===== config.mk =====
export PLATFORM = sky130hd
export DESIGN_NAME = sram16_ctrl_flat
export DESIGN_NICKNAME = d
export VERILOG_FILES = /design/src/rtl/sram16_if.sv /design/src/rtl/sram16_ctrl.sv /design/src/flat_wrapper.sv
export SDC_FILE = /design/constraint.sdc
export NUM_CORES = 1
export LEC_CHECK = 0
export CELL_PAD_IN_SITES_DETAIL_PLACEMENT = 0
export CELL_PAD_IN_SITES_GLOBAL_PLACEMENT = 2
export CORE_UTILIZATION = 17
export CTS_BUF_LIST = sky130_fd_sc_hd__clkbuf_4 sky130_fd_sc_hd__clkbuf_8 sky130_fd_sc_hd__clkbuf_16
export DETAILED_ROUTE_END_ITERATION = 8
export PLACE_DENSITY = 0.78
export RECOVER_POWER = 25
export REMOVE_ABC_BUFFERS = 1
export SYNTH_ARGS = -nofsm -noshare
export SYNTH_HDL_FRONTEND = slang
export SYNTH_SLANG_ARGS = --single-unit

===== constraint.sdc =====
create_clock -name clk -period 2.1 [get_ports clk]
set_input_delay 0.21 -clock clk [delete_from_list [all_inputs] [get_ports clk]]
set_output_delay 0.21 -clock clk [all_outputs]
set_load 0.03 [all_outputs]

===== src/rtl/sram16_if.sv =====
// CPU request/response and external 16-bit SRAM pins of sram16_ctrl.
// Handshake: the CPU holds adr/rd/wr/ben/outbus stable while stallX=1; the single
// cycle with stallX=0 completes the access and inbus/codebus are valid in it.
interface sram16_if #(parameter int AW = 19);
    logic [23:0]   adr;
    logic          rd;
    logic          wr;
    logic          ben;
    logic [31:0]   outbus;
    logic [31:0]   inbus;
    logic [31:0]   codebus;
    logic          stallX;
    logic [AW-1:0] sram_addr;
    logic [15:0]   sram_dq_i;
    logic [15:0]   sram_dq_o;
    logic          sram_dq_oe;
    logic          sram_ce_n;
    logic          sram_oe_n;
    logic          sram_we_n;
    logic          sram_ub_n;
    logic          sram_lb_n;

    modport slave (
        input  adr, rd, wr, ben, outbus, sram_dq_i,
        output inbus, codebus, stallX, sram_addr, sram_dq_o, sram_dq_oe,
               sram_ce_n, sram_oe_n, sram_we_n, sram_ub_n, sram_lb_n
    );

    modport master (
        output adr, rd, wr, ben, outbus, sram_dq_i,
        input  inbus, codebus, stallX, sram_addr, sram_dq_o, sram_dq_oe,
               sram_ce_n, sram_oe_n, sram_we_n, sram_ub_n, sram_lb_n
    );
endinterface


===== src/rtl/sram16_ctrl.sv =====
// Splits each 32-bit CPU access into one or two half-word cycles on a 16-bit async SRAM
// and stalls the core until the word is assembled.
module sram16_ctrl #(
    parameter int AW = 19,
    parameter int WS = 1
) (
    input  logic       clk,
    input  logic       rst,
    sram16_if.slave    bus,
    output logic [1:0] state_dbg
);
    typedef enum logic [1:0] {S_LO = 2'd0, S_HI = 2'd1, S_DONE = 2'd2} state_t;
    localparam logic [3:0] WS_LAST = 4'(WS);

    state_t      state;
    state_t      state_next;
    logic [3:0]  ws_cnt;
    logic [31:0] rdata;
    logic        is_wr;
    logic        is_byte;
    logic        hi_only;
    logic        half;
    logic        last;
    logic        active;
    logic        rd_cap;
    logic        adr_unused;

    // Byte addresses above the SRAM size simply alias.
    assign adr_unused = |(bus.adr >> (AW + 1));

    // S_LO is the entry state; a high-lane byte access runs its only half from it.
    always_comb begin
        is_wr   = bus.wr;
        is_byte = bus.ben & (bus.rd | bus.wr);
        hi_only = is_byte & bus.adr[1];
        half    = (state == S_HI) || ((state == S_LO) && hi_only);
        last    = (ws_cnt == WS_LAST);
        active  = !rst && (state != S_DONE);
        rd_cap  = active && !is_wr && last;
    end

    always_comb begin
        state_next = state;
        unique case (state)
            S_LO:    if (last) state_next = is_byte ? S_DONE : S_HI;
            S_HI:    if (last) state_next = S_DONE;
            default: state_next = S_LO;
        endcase
    end

    always_ff @(posedge clk or posedge rst) begin
        if (rst) begin
            state  <= S_LO;
            ws_cnt <= 4'd0;
        end else begin
            state  <= state_next;
            ws_cnt <= (state_next != state) ? 4'd0 : ws_cnt + 4'd1;
        end
    end

    // Byte loads zero the unused half so the CPU lane select on adr[1:0] works.
    always_ff @(posedge clk or posedge rst) begin
        if (rst) begin
            rdata <= 32'd0;
        end else if (rd_cap) begin
            if (half) begin
                rdata[31:16] <= bus.sram_dq_i;
                if (is_byte) rdata[15:0] <= 16'd0;
            end else begin
                rdata[15:0] <= bus.sram_dq_i;
                if (is_byte) rdata[31:16] <= 16'd0;
            end
        end
    end

    // Strobes are gated by rst directly so a reset aborts a write without a clock edge.
    always_comb begin
        bus.stallX     = rst || (state != S_DONE);
        bus.sram_addr  = {bus.adr[AW:2], half};
        bus.sram_ce_n  = !active;
        bus.sram_oe_n  = !(active && !is_wr);
        bus.sram_we_n  = !(active && is_wr);
        bus.sram_dq_oe = active && is_wr;
        bus.sram_dq_o  = half ? bus.outbus[31:16] : bus.outbus[15:0];
        bus.sram_lb_n  = !active || (is_wr && is_byte && bus.adr[0]);
        bus.sram_ub_n  = !active || (is_wr && is_byte && !bus.adr[0]);
        bus.inbus      = rdata;
        bus.codebus    = rdata;
        state_dbg      = ((state == S_LO) && hi_only) ? S_HI : state;
    end
endmodule


===== src/flat_wrapper.sv =====
// flat-port wrapper written by rule: the top's interface ports become plain ports
module sram16_ctrl_flat 
#(
    parameter int AW = 19,
    parameter int WS = 1
)
  (clk, rst, state_dbg, bus_adr, bus_rd, bus_wr, bus_ben, bus_outbus, bus_sram_dq_i, bus_inbus, bus_codebus, bus_stallX, bus_sram_addr, bus_sram_dq_o, bus_sram_dq_oe, bus_sram_ce_n, bus_sram_oe_n, bus_sram_we_n, bus_sram_ub_n, bus_sram_lb_n);
  sram16_if #(.AW(AW)) bus_i ();
  input  logic clk;
  input  logic rst;
  output logic [1:0] state_dbg;
  input wire logic [$bits(bus_i.adr)-1:0] bus_adr;
  input wire logic [$bits(bus_i.rd)-1:0] bus_rd;
  input wire logic [$bits(bus_i.wr)-1:0] bus_wr;
  input wire logic [$bits(bus_i.ben)-1:0] bus_ben;
  input wire logic [$bits(bus_i.outbus)-1:0] bus_outbus;
  input wire logic [$bits(bus_i.sram_dq_i)-1:0] bus_sram_dq_i;
  output wire logic [$bits(bus_i.inbus)-1:0] bus_inbus;
  output wire logic [$bits(bus_i.codebus)-1:0] bus_codebus;
  output wire logic [$bits(bus_i.stallX)-1:0] bus_stallX;
  output wire logic [$bits(bus_i.sram_addr)-1:0] bus_sram_addr;
  output wire logic [$bits(bus_i.sram_dq_o)-1:0] bus_sram_dq_o;
  output wire logic [$bits(bus_i.sram_dq_oe)-1:0] bus_sram_dq_oe;
  output wire logic [$bits(bus_i.sram_ce_n)-1:0] bus_sram_ce_n;
  output wire logic [$bits(bus_i.sram_oe_n)-1:0] bus_sram_oe_n;
  output wire logic [$bits(bus_i.sram_we_n)-1:0] bus_sram_we_n;
  output wire logic [$bits(bus_i.sram_ub_n)-1:0] bus_sram_ub_n;
  output wire logic [$bits(bus_i.sram_lb_n)-1:0] bus_sram_lb_n;
  assign bus_i.adr = bus_adr;
  assign bus_i.rd = bus_rd;
  assign bus_i.wr = bus_wr;
  assign bus_i.ben = bus_ben;
  assign bus_i.outbus = bus_outbus;
  assign bus_i.sram_dq_i = bus_sram_dq_i;
  assign bus_inbus = bus_i.inbus;
  assign bus_codebus = bus_i.codebus;
  assign bus_stallX = bus_i.stallX;
  assign bus_sram_addr = bus_i.sram_addr;
  assign bus_sram_dq_o = bus_i.sram_dq_o;
  assign bus_sram_dq_oe = bus_i.sram_dq_oe;
  assign bus_sram_ce_n = bus_i.sram_ce_n;
  assign bus_sram_oe_n = bus_i.sram_oe_n;
  assign bus_sram_we_n = bus_i.sram_we_n;
  assign bus_sram_ub_n = bus_i.sram_ub_n;
  assign bus_sram_lb_n = bus_i.sram_lb_n;
  sram16_ctrl #(.AW(AW), .WS(WS)) u_core (.clk(clk), .rst(rst), .bus(bus_i), .state_dbg(state_dbg));
endmodule

==> summary.md, run 1 <==
| Metric | Value |
|---|---|
| Status | finished clean |
| Yosys cell types | 33 |
| Vias | 2345 |
| Largest net degree at the start of global routing | 39 |
| CP startpoint kind | primary input |
| First-pass GRT wire length | 12800 um |
| Area of the multi-input gates | 1150 um^2 |
| Cell Area, Synth | 2660 um^2 |
| Slew HR | 33.6% |
| Avg Synthesized Cell Area | 10.0 um^2 |
| Crit share post-route | 97.8% |
| Total grt overflow | 0 |
| Min cycle time layout | 2.05 ns |
| Fraction of layout cells with a size suffix above 1 | 22.6% |
| CP startpoint | bus_rd |
| DRT Pass-1 Iters | 5 |
| Leakage | 0.00173 uW |
| Hold WC Path Type | in2out |
| DP Area | 4030 um^2 |
| Final hold vios | 0 |
| Sequential area share after synthesis | 35.7% |
| Htree depth | 2 |
| Die X | 127 um |
| Vias in the first global route | 2431 |
| Total chip power | 5440 uW |
| CTS max path bufs | 2 |
| Post-Syn Instances | 266 |
| Worst Hold Slack | 0.420 ns |
| Initial Utilization | 17.4% |
| Yosys top cell area share | 35.7% |
| Critical Path RT | 1.89 ns |
| Final worst setup slack | 0.0457 ns |
| Crit path capture type | primary output |
| GRT Resource Usage Total | 10.1% |
| Nets | 446 |
| Die area | 16200 um^2 |
| Async S/R FF share, synth | 100% |
| Final Util | 27.4% |
| Routed len/inst | 14.6 um |
| Routability cong. | 0.785 |
| Die Ht | 127 um |
| Warning count from the yosys run | 0 |
| Clk root buf | clkbuf_16 |
| Standard-cell rows | 45 |
| DR iter-0 viols | 59 |
| Worst reg2reg setup slack | 0.22 ns |
| Pre-CTS setup slack | -0.338 ns |
| Core ar. | 15300 um^2 |
| Worst Setup EP | bus_sram_dq_o[4] |
| Filler Cell Count | 1603 |
| Port Buffers | 144 |
| Worst-Skew Late Latency | 0.27 ns |
| # IOs | 185 |
| CP max FO | 4 |
| Worst-Margin Slew | 0.997 ns |
| Final-report max-slew violation count | 0 |
| Yosys top cell by area | dfrtp_1 |
| Fmax | 0.487 GHz |
| Area Growth Syn to Fin | 56.9% |
| Hpwl dp | 6520 um |
| DRT Wirelength | 8450 um |
| Diode count | 0 |
| Worst R2R Start | u_core.ws_cnt[1] |
| Pwr Density | 1300 nW/um^2 |
| Worst reg2reg path depth | 6 |
| Initial antenna violation count | 0 |
| FF+latch area | 951 um^2 |
| Prevailing post-synth register cell | dfrtp_1 |
| CTS tree | yes |
| TritonCTS Buffers | 5 |
| Post-synth EDFFs | 0 |
| Drt drc | 0 |
| RSZ-0062 raised after global routing | no |
| Setup violations, final | 0 |
| Setup Skew | 0.00478 ns |
| Critical path type | in2out |
| Capturing point of the worst reg2reg path | u_core.bus.codebus[28] |
| Max cap viols | 0 |
| Vias/cell | 4.06 |
| Clock sinks | 38 |
| #FFs+latches synth | 38 |
| Detail Route Antenna Nets | 0 |
| Critical Path AT | 1.84 ns |
| Finished Cell Area | 4170 um^2 |
| Top area cells in the synthesized netlist | dfrtp_1, buf_4, mux2_2 |
| Max rail drop VDD | 0.000418 V |
==> cells in the final DEF, fill, tap and decap left out, drive strengths merged, types with 11 or more instances in the layout <==
| cell | count |
|---|---|
| clkdlybuf4s50 | 119 |
| buf | 42 |
| dfrtp | 38 |
| inv | 21 |
| nand2b | 19 |
| o2111ai | 17 |
| a32o | 16 |
| nor2b | 16 |
| mux2 | 16 |
| o221ai | 16 |
| clkbuf | 11 |
==> final cells by class <==
class,instances,share of cell area [%]
Timing Repair Buffer,167,38.0
Tap cell,211,6.32
Clock buffer,7,3.36
Sequential cell,38,22.8
Inverter,22,1.98
Multi-Input combinational cell,133,27.6
==> worst max-delay path: stages <==
cell and delay (ns):
clkdlybuf4s50_1 0.42, o211a_1 0.27, o21ai_4 0.15, buf_12 0.14, clkbuf_16 0.14, mux2_2 0.32, buf_2 0.18
==> how the worst min path moves through the flow <==
| stage | from | endpoint | slack (ns) | cells past startpoint |
|---|---|---|---|---|
| detailed placement | bus_adr[2] | bus_sram_addr[1] | 0.42 | 0 |
| global route | bus_adr[3] | bus_sram_addr[2] | 0.42 | 0 |
| global placement | bus_adr[2] | bus_sram_addr[1] | 0.42 | 0 |
| CTS | bus_adr[2] | bus_sram_addr[1] | 0.42 | 0 |
| floorplan | bus_sram_dq_i[0] | u_core.bus.codebus[0] | 0.37 | 1 |
| finish | bus_adr[11] | bus_sram_addr[10] | 0.42 | 0 |
==> synth_stat cells, types with 2 or more instances <==
| master | number |
|---|---|
| buf_2 | 6 |
| buf_1 | 2 |
| nor2_1 | 5 |
| inv_1 | 22 |
| o21ai_0 | 2 |
| ha_1 | 2 |
| o221ai_1 | 6 |
| o221ai_2 | 10 |
| nor3_1 | 4 |
| a32o_1 | 16 |
| nand2b_1 | 19 |
| nand3_1 | 2 |
| clkbuf_1 | 11 |
| nor2b_1 | 16 |
| nand2_1 | 4 |
| o2111ai_1 | 17 |
| mux2_2 | 16 |
| buf_4 | 53 |
| and3_1 | 2 |
| dfrtp_1 | 38 |
==> metal layers <==
metal / vias to the layer above / wire length (um) / global-route usage [%] / part of all wire [%]
li1: 1100 / - / - / -
met1: 1126 / 3420 / 11.6 / 41
met2: 113 / 4350 / 18.2 / 51
met3: 6 / 545 / 2.72 / 6.4
met4: 0 / 134 / 3.08 / 1.6
met5: - / 0 / 0 / 0
==> report_power, final <==
part | internal [uW] | switching, uW
Sequential | 978 | 250
Combinational | 1530 | 1950
Clock | 460 | 267
==> cell families (layout without fill, tap and decap cells) <==
family                   Yosys count  after routing  synth area share [%]
XOR/XNOR                           2              2                 0.659
AO/OA/AOI/OAI                     57             57                  22.1
multiplexers                      16             16                  6.77
AND/OR/NAND/NOR                   56             56                  12.3
buffers and inverters             95            196                  21.4
flip-flops                        38             38                  35.7
adder cells (fa/ha/maj)            2              2                 0.941
==> metrics by stage <==
stage / setup TNS, ns / std cells
global placement: -5.51 / 566
CTS: -0.706 / 574
global route: 0 / 578
floorplan: -17.93 / 193
finish: 0 / 578
detailed placement: -5.19 / 566
==> sequential cells by signal, summed over array words and instances (netlist names) <==
| name | count |
|---|---|
| u_core.ws_cnt | 4 |
| u_core.state | 2 |
| u_core.bus.codebus | 32 |
==> repair_timing <==
action | CTS | global route
hold buffers | 0 | 0
gates resized for setup | 49 | 33
buffers inserted | 1 | 1
endpoints found under the setup margin | 17 | 16
pin swaps | 1 | 1
gates cloned | 0 | 3
endpoints found under the hold margin | 0 | 0
(Power assumes the default switching activity.)
==> run 2: changes to the inputs <==
- HOLD_SLACK_MARGIN: unset -> 0.06
==> results of run 2 <==
Same layout as run 1: the final DEF is identical, and so are final timing and power.
==> run 3: changes to the inputs <==
- clock period: 2.1 -> 1.85 ns (I/O delays scaled with it)
==> summary.md, run 3 (synthesized netlist as in run 1, its figures left out) <==
| Metric | Value |
|---|---|
| Status | finished clean |
| Total grt overflow | 0 |
| Slowest-stage cell, CP | dfrtp_1 |
| Final-report max-slew violation count | 0 |
| First-pass GRT wire length | 13000 um |
| Fmax | 0.554 GHz |
| Clk root buf | clkbuf_16 |
| Die Ht | 127 um |
| Max rail drop VDD | 0.000494 V |
| Die area | 16200 um^2 |
| Routed len/inst | 14.7 um |
| CTS max path bufs | 2 |
| Final Util | 28.5% |
| Max layer used | met4 |
| Detail Route Antenna Nets | 0 |
| Largest stage delay, worst path | 0.41 ns |
| Final worst setup slack | 0.0462 ns |
| Largest net degree at the start of global routing | 38 |
| Crit share post-route | 97.5% |
| CP startpoint kind | flip-flop |
| Vias | 2346 |
| Metal1 wirelength | 3540 um |
| Initial Utilization | 17.4% |
| Setup violations, final | 0 |
| Total chip power | 6420 uW |
| Drt drc | 0 |
| Critical Path RT | 1.66 ns |
| GRT Resource Usage Total | 10.5% |
| Worst-path cell chain | o21ai_4 > buf_12 > buf_12 > mux2_2 > buf_4 |
| Min cycle time layout | 1.80 ns |
| Slew HR | 40.1% |
| Critical Path AT | 1.62 ns |
| Most frequent CP cell | buf_12 |
| RSZ-0062 raised after global routing | yes |
| Htree depth | 2 |
| Standard-cell rows | 45 |
| Setup Skew | 0.00441 ns |
| # IOs | 185 |
| Pwr Density | 1480 nW/um^2 |
| Clock sinks | 38 |
| Met3 wire len | 508 um |
| DP Area | 4040 um^2 |
| Met2 WL | 4440 um |
| CTS tree | yes |
| Port Buffers | 144 |
| Most common cell after layout, fill and taps aside | clkdlybuf4s50_1 |
| TritonCTS Buffers | 5 |
| Worst-Margin Slew | 0.898 ns |
| Vias/cell | 4.03 |
| DRT Wirelength | 8570 um |
| Diode count | 0 |
| Commonest cells after routing, fill and taps aside | clkdlybuf4s50_1, dfrtp_1, buf_4, inv_1, nand2b_1 |
| Hold WC Path Type | in2out |
| Area Growth Syn to Fin | 63.5% |
| Fraction of layout cells with a size suffix above 1 | 25.9% |
| Vias in the first global route | 2452 |
| DR iter-0 viols | 84 |
| Leakage | 0.00181 uW |
| Final hold vios | 0 |
| Initial antenna violation count | 0 |
| Pre-CTS setup slack | -0.529 ns |
| Crit path capture type | primary output |
| Die X | 127 um |
| Core ar. | 15300 um^2 |
| Hpwl dp | 6580 um |
| Critical path type | reg2out |
| Nets | 451 |
| Max reg flops | 32 |
| DRT Pass-1 Iters | 4 |
| CP max FO | 5 |
| Filler Cell Count | 1601 |
| Worst-Skew Late Latency | 0.28 ns |
| Routability cong. | 0.781 |
| Max cap viols | 0 |
| Clk pin slew, worst setup/hold paths | 0.05 ns |
| Finished Cell Area | 4350 um^2 |
==> run 3: cell count changes in the layout (fill, tap and decap cells not counted), moves of 3 or more <==
cell and delta:
o221ai_2 +5, buf_6 +6, clkdlybuf4s50_1 -5, mux2_2 -5, clkdlybuf4s15_1 +3, buf_4 +8
o221ai_1 -5, mux2_4 +5, buf_2 -11
==> run 3: timing repair <==
action	4_1_cts	5_1_grt
setup buffers	5	1
resized for setup	109	24
setup endpoints to repair	31	45
gates cloned	3	1
hold buffers	0	0
pin swaps	2	1
==> run 3: path summary, 6_finish.rpt <==
kind / startpoint / end / slack, ns / depth (start not counted)
setup / recovery: u_core.state[0] / bus_sram_dq_o[3] / 0.05 / 5
hold / removal: bus_adr[11] / bus_sram_addr[10] / 0.37 / 0
setup reg to reg: u_core.ws_cnt[1] / u_core.bus.codebus[24] / 0.05 / 7
hold reg to reg: u_core.bus.codebus[0] / u_core.bus.codebus[0] / 0.53 / 1
max in group asynchronous: rst / u_core.bus.codebus[17] / 0.35 / 4
min in group asynchronous: rst / u_core.bus.codebus[2] / 0.45 / 3
==> run 3: stage by stage <==
step	hold WS [ns]	TNS [ns]	std cells
after floorplan	0.347	-30.13	193
after global placement	0.370	-11.98	568
after detailed placement	0.370	-12.32	568
after CTS	0.370	-0.312	582
after global routing	0.370	-0.235	582
final	0.370	0	582
==> run 3: worst max-delay path, delay by kind of cell (launching register included) <==
kind	cells	cell delay (ns)
multiplexers	1	0.33
buffers and inverters	3	0.45
flip-flops	1	0.41
AO/OA/AOI/OAI	1	0.16
==> run 3: final cells by class <==
class	instances	area (um^2)	area share, %
Clock buffer	6	139	3.19
Inverter	22	82.6	1.90
Multi-Input combinational cell	133	1210	27.8
Sequential cell	38	951	21.9
Tap cell	211	264	6.07
Timing Repair Buffer	172	1710	39.2
==> run 3: metal layers <==
| layer | GRT usage (%) | vias to the layer above |
|---|---|---|
| li1 | - | 1115 |
| met1 | 12.5 | 1112 |
| met2 | 18.6 | 114 |
| met3 | 2.81 | 5 |
| met4 | 2.66 | 0 |
| met5 | 0 | - |
==> run 3: report_power, final <==
part	switching, uW	internal [uW]	total (uW)
combinational	2280	1910	4200
clock	309	521	830
sequential	280	1110	1390
